### config.mk
export PLATFORM = sky130hd
export DESIGN_NAME = tank_level_acc
export DESIGN_NICKNAME = d
export VERILOG_FILES = /design/src/rtl/tank_level_acc.sv
export SDC_FILE = /design/constraint.sdc
export NUM_CORES = 1
export LEC_CHECK = 0
export ABC_AREA = 1
export CORE_UTILIZATION = 35
export CTS_CLUSTER_SIZE = 25
export DETAILED_ROUTE_END_ITERATION = 10
export GPL_ROUTABILITY_DRIVEN = 0
export GPL_TIMING_DRIVEN = 0
export HOLD_SLACK_MARGIN = 0.06
export SLEW_MARGIN = 10
export SYNTH_ARGS = -nofsm -noshare
export SYNTH_HDL_FRONTEND = slang
export SYNTH_SLANG_ARGS = --single-unit
### constraint.sdc
create_clock -name clk -period 2.5 [get_ports clk]
set_clock_uncertainty 0.05 [all_clocks]
set_input_delay 0.25 -clock clk [delete_from_list [all_inputs] [get_ports clk]]
set_output_delay 0.25 -clock clk [all_outputs]
set_load 0.03 [all_outputs]
### src/rtl/tank_level_acc.sv
// Tick divider plus per-tick level integration with clamping and sticky overflow/dry flags.
module tank_level_acc #(
    parameter int unsigned LEVEL_W    = 8,
    parameter int unsigned MAX_LEVEL  = 255,
    parameter int unsigned INIT_LEVEL = 128,
    parameter int unsigned PUMP_RATE  = 3,
    parameter int unsigned TICK_DIV   = 4
) (
    input  logic               clk,
    input  logic               reset,
    input  logic               b1_i,
    input  logic               b2_i,
    input  logic [LEVEL_W-1:0] drain_i,
    input  logic               flag_clr_i,
    output logic [LEVEL_W-1:0] level_o,
    output logic               overflow_o,
    output logic               dry_o,
    output logic               tick_o
);

    localparam int unsigned CNT_W = (TICK_DIV > 1) ? $clog2(TICK_DIV) : 1;
    localparam int unsigned SUM_W = LEVEL_W + 3;

    logic [CNT_W-1:0]        cnt_q, cnt_d;
    logic [LEVEL_W-1:0]      level_q, level_d;
    logic                    overflow_q, overflow_d;
    logic                    dry_q, dry_d;
    logic                    tick_q, tick_d;
    logic                    upd;
    logic signed [SUM_W-1:0] inflow;
    logic signed [SUM_W-1:0] sum;

    always_ff @(posedge clk or posedge reset) begin
        if (reset) begin
            cnt_q      <= '0;
            level_q    <= LEVEL_W'(INIT_LEVEL);
            overflow_q <= 1'b0;
            dry_q      <= 1'b0;
            tick_q     <= 1'b0;
        end else begin
            cnt_q      <= cnt_d;
            level_q    <= level_d;
            overflow_q <= overflow_d;
            dry_q      <= dry_d;
            tick_q     <= tick_d;
        end
    end

    // Sum is wide enough that neither overfill nor overdrain wraps before clamping.
    always_comb begin
        upd        = (cnt_q == CNT_W'(TICK_DIV - 1));
        cnt_d      = upd ? '0 : cnt_q + 1'b1;
        tick_d     = upd;
        inflow     = signed'(SUM_W'(PUMP_RATE) * (SUM_W'(b1_i) + SUM_W'(b2_i)));
        sum        = signed'(SUM_W'(level_q)) + inflow - signed'(SUM_W'(drain_i));
        level_d    = level_q;
        overflow_d = overflow_q;
        dry_d      = dry_q;

        if (flag_clr_i) begin
            overflow_d = 1'b0;
            dry_d      = 1'b0;
        end

        // A flag set in the same cycle as a clear must survive, so it is applied last.
        if (upd) begin
            if (sum > signed'(SUM_W'(MAX_LEVEL))) begin
                level_d    = LEVEL_W'(MAX_LEVEL);
                overflow_d = 1'b1;
            end else if (sum[SUM_W-1]) begin
                level_d = '0;
                dry_d   = 1'b1;
            end else begin
                level_d = sum[LEVEL_W-1:0];
            end
        end
    end

    assign level_o    = level_q;
    assign overflow_o = overflow_q;
    assign dry_o      = dry_q;
    assign tick_o     = tick_q;

endmodule

==> results.txt <==
Cell Area, Synth: 0.00117 mm²
Hold Violations, Final: 0
endpoint kind of the worst setup timing path: flip-flop
number of global-route vias before repair: 1,097
maximum resistive drop on vdd: 0.473 mV
path category of the worst min-delay check: in2async
power density relative to cell area: 1040 mW/mm²
terminus of the critical flop-to-flop path: level_o[6]
register area share after synthesis: 27.9%
gate count of the mapped netlist: 155
number of buffers between clock root and the deepest sink: 2
H-tree depth reported by CTS: 1
worst setup slack before clock tree synthesis: -0.974 ns
Layout Cells excl Fill: 235
CTS Sinks: 13
launch instance of the worst register-to-register path: level_o[1]
violations in the final reports: negative setup slack
largest net degree at the start of global routing: 14
Core Footprint: 0.00310 mm²
Post-Syn Nets: 190
final standard cell utilization of the core: 54.3%
critical path, cell by cell: buf_8 > ha_4 > xnor2_2 > ha_1 > inv_2 > fa_1 > inv_2 > ha_4 > inv_2 > fa_2 > inv_2 > nand2_2 > nand2_2 > nand3_4 > a21oi_4 > buf_6 > nand2_8 > nand3_2
Antenna diodes: 0
floorplan row count: 20
Mapped Avg Cell Area: 7.54 µm²
Starting DRT DRC Count: 33
outcome: finished with violations
number of antenna violations at the first check in global routing: 0
number of top-level pins: 24
effective utilization at floorplan: 37.7%
total negative setup slack: -0.875 ns
total of endpoints with negative setup slack in the final report: 9
number of input and output port buffers inserted: 23
Max transition margin: 67.4%
largest fanout on the critical path: 5
biggest area contributors in the synthesized netlist: sky130_fd_sc_hd__dfrtp_1 (26%), sky130_fd_sc_hd__ha_1 (18%), sky130_fd_sc_hd__nand2_1 (15%)
DRC Markers: 0
max capacitance violation total: 0
critical path's most frequent cell: sky130_fd_sc_hd__inv_2
die width: 59.8 µm
final routed wire length divided by cell count: 10.7 µm
via count of the routed design: 1,033
number of pins with negative max-slew slack in the final report: 0
most area-hungry cell type in the Yosys netlist: sky130_fd_sc_hd__dfrtp_1
worst setup slack after layout: -0.116 ns
first-pass GRT wire length: 4470 µm
total gr overflow: 0
share of the synthesized area in the top cell type: 25.7%
leakage power summed over all cells: 0.923 nW
Root Buffer Master: sky130_fd_sc_hd__clkbuf_4
area delta synth->final: 44.1%
total of warnings raised by yosys: 0
register-to-register setup slack: 0.11 ns
die height: 59.8 µm
1st-pass router iterations: 4
post-cts hold buffer count: 0
arrival time at the worst endpoint: 2.78 ns
HPWL after DPL: 2000 µm
minimum clock period: 2.62 ns
die area: 0.00357 mm²
clock tree from TritonCTS: yes
kind of launch point of the worst setup path: input pin
Routed Wire Length: 2520 µm
clock latency reported for the late side of the worst-skew pair: 0.27 ns
final period utilization: 105%
placed standard-cell area: 0.00149 mm²
maximum clock frequency: 382 MHz
synthesis-stage register bit count: 13
Critical Setup Path Class: in2reg
share of cells above drive strength 1: 22.0%
Crit path largest cell delay: 0.47 ns
number of nets in the layout: 227
DR vias/cell: 4.40
Unique masters post-synth: 18
worst endpoint required time: 2.66 ns
transition at the pin with the smallest max-transition slack: 0.488 ns
clock slew seen by the registers of the worst setup and hold paths: 0.08 ns
clock buffer count from CTS: 3
critical-path cell with the highest stage delay: sky130_fd_sc_hd__fa_1
Post-Place Cells: 222
Total GRT Usage: 16.2%
Post-DRT Antenna Nets: 0
Worst R2R Path Depth: 14
setup repair after global routing missed its margin: true
Finished Cell Area: 0.00168 mm²
## metal layers
metal,up-vias,GRT usage (%),wire (µm),share of wire (%)
li1,547,-,-,-
met4,0,4.98,10,0.40
met2,8,27.8,1250,50
met3,2,0.866,39,1.5
met1,476,22.0,1220,48
met5,-,0,0,0
## cell usage after synthesis
cell type and count:
sky130_fd_sc_hd__a21oi_1 3, sky130_fd_sc_hd__a21oi_4 1, sky130_fd_sc_hd__clkinv_1 1, sky130_fd_sc_hd__dfrtp_1 12, sky130_fd_sc_hd__dfstp_2 1, sky130_fd_sc_hd__fa_1 5, sky130_fd_sc_hd__ha_1 17, sky130_fd_sc_hd__inv_1 36
sky130_fd_sc_hd__nand2_1 48, sky130_fd_sc_hd__nand2_4 1, sky130_fd_sc_hd__nand3_1 14, sky130_fd_sc_hd__nand3_2 1, sky130_fd_sc_hd__nand4_1 3, sky130_fd_sc_hd__nor2_1 6, sky130_fd_sc_hd__o21ai_0 1, sky130_fd_sc_hd__or2_2 1
sky130_fd_sc_hd__xnor2_1 3, sky130_fd_sc_hd__xor2_1 1
## worst max-delay path, delay by kind of cell
kind	cells	cell delay (ns)
adder cells (fa/ha/maj)	5	1.39
buffers and inverters	6	0.48
AND/OR/NAND/NOR	5	0.36
AO/OA/AOI/OAI	1	0.19
XOR/XNOR	1	0.12
## area by class of cell
cell class                 instances  area (µm²)
tap                               44        55.1
clock buffer                       4        26.3
inverter                          37         139
sequential                        13         327
timing repair buffer              31         307
multi-input combinational        106         831
fill                             312        1420
## per-stage QoR
stage,total power (W),hold WS (ns)
2_1_floorplan,0.00117,0.0762
3_3_place_gp,0.00147,0.366
3_5_place_dp,0.00149,0.378
4_1_cts,0.00173,0.250
5_1_grt,0.00195,0.306
6_report,0.00176,0.245
## power by group
| part | switching (W) | leakage, nW | internal, W | total [W] |
|---|---|---|---|---|
| clock | 0.0000612 | 0.0150 | 0.0000617 | 0.000123 |
| combinational | 0.000749 | 0.746 | 0.000547 | 0.00130 |
| sequential | 0.0000585 | 0.162 | 0.000281 | 0.000339 |
| total | 0.000869 | 0.923 | 0.000889 | 0.00176 |
## how the worst max path moves through the flow
stage                     startpoint  slack, ns          to  cells past startpoint
after floorplan                 b1_i      -0.15  level_o[0]                     16
after global placement          b1_i      -0.92  level_o[7]                     17
after detailed placement        b1_i      -0.97  level_o[6]                     17
after CTS                       b2_i      -0.12  level_o[3]                     18
after global routing            b1_i      -0.23  level_o[6]                     18
final                           b1_i      -0.12  level_o[6]                     18
## what timing repair did
item                       4_1_cts  5_1_grt
setup endpoints to repair       10       10
gates cloned                     1        0
gates resized for setup         31        8
setup buffers                    7        1
pin swaps                        9        9
## cell families after synthesis
family          Yosys count  synth area share (%)
simple gates             74                  27.3
xor+xnor                  4                  3.00
compound gates            5                  3.10
buf+inv                  37                  11.9
flops                    13                  27.9
fa+ha+maj                22                  26.8
## placed cells by master, fill, tap and decap left out, types with 2 or more instances in the layout
cell | synthesis | layout
sky130_fd_sc_hd__inv_2 | 0 | 4
sky130_fd_sc_hd__nand4_1 | 3 | 3
sky130_fd_sc_hd__a21oi_1 | 3 | 3
sky130_fd_sc_hd__nand3_2 | 1 | 8
sky130_fd_sc_hd__buf_8 | 0 | 2
sky130_fd_sc_hd__nor2_1 | 6 | 6
sky130_fd_sc_hd__nand2_1 | 48 | 43
sky130_fd_sc_hd__inv_1 | 36 | 32
sky130_fd_sc_hd__ha_1 | 17 | 14
sky130_fd_sc_hd__fa_1 | 5 | 4
sky130_fd_sc_hd__clkbuf_4 | 0 | 3
sky130_fd_sc_hd__buf_6 | 0 | 3
sky130_fd_sc_hd__nand3_1 | 14 | 6
sky130_fd_sc_hd__xnor2_1 | 3 | 2
sky130_fd_sc_hd__nand2_2 | 0 | 5
sky130_fd_sc_hd__dfrtp_1 | 12 | 12
sky130_fd_sc_hd__ha_4 | 0 | 3
sky130_fd_sc_hd__buf_4 | 0 | 5
sky130_fd_sc_hd__clkdlybuf4s50_1 | 0 | 20
## registers in the layout, summed over array words and instances (netlist names)
register    flops
overflow_o      1
level_o         8
cnt_q           2
tick_o          1
dry_o           1
Power figures use the tool's default switching activity.
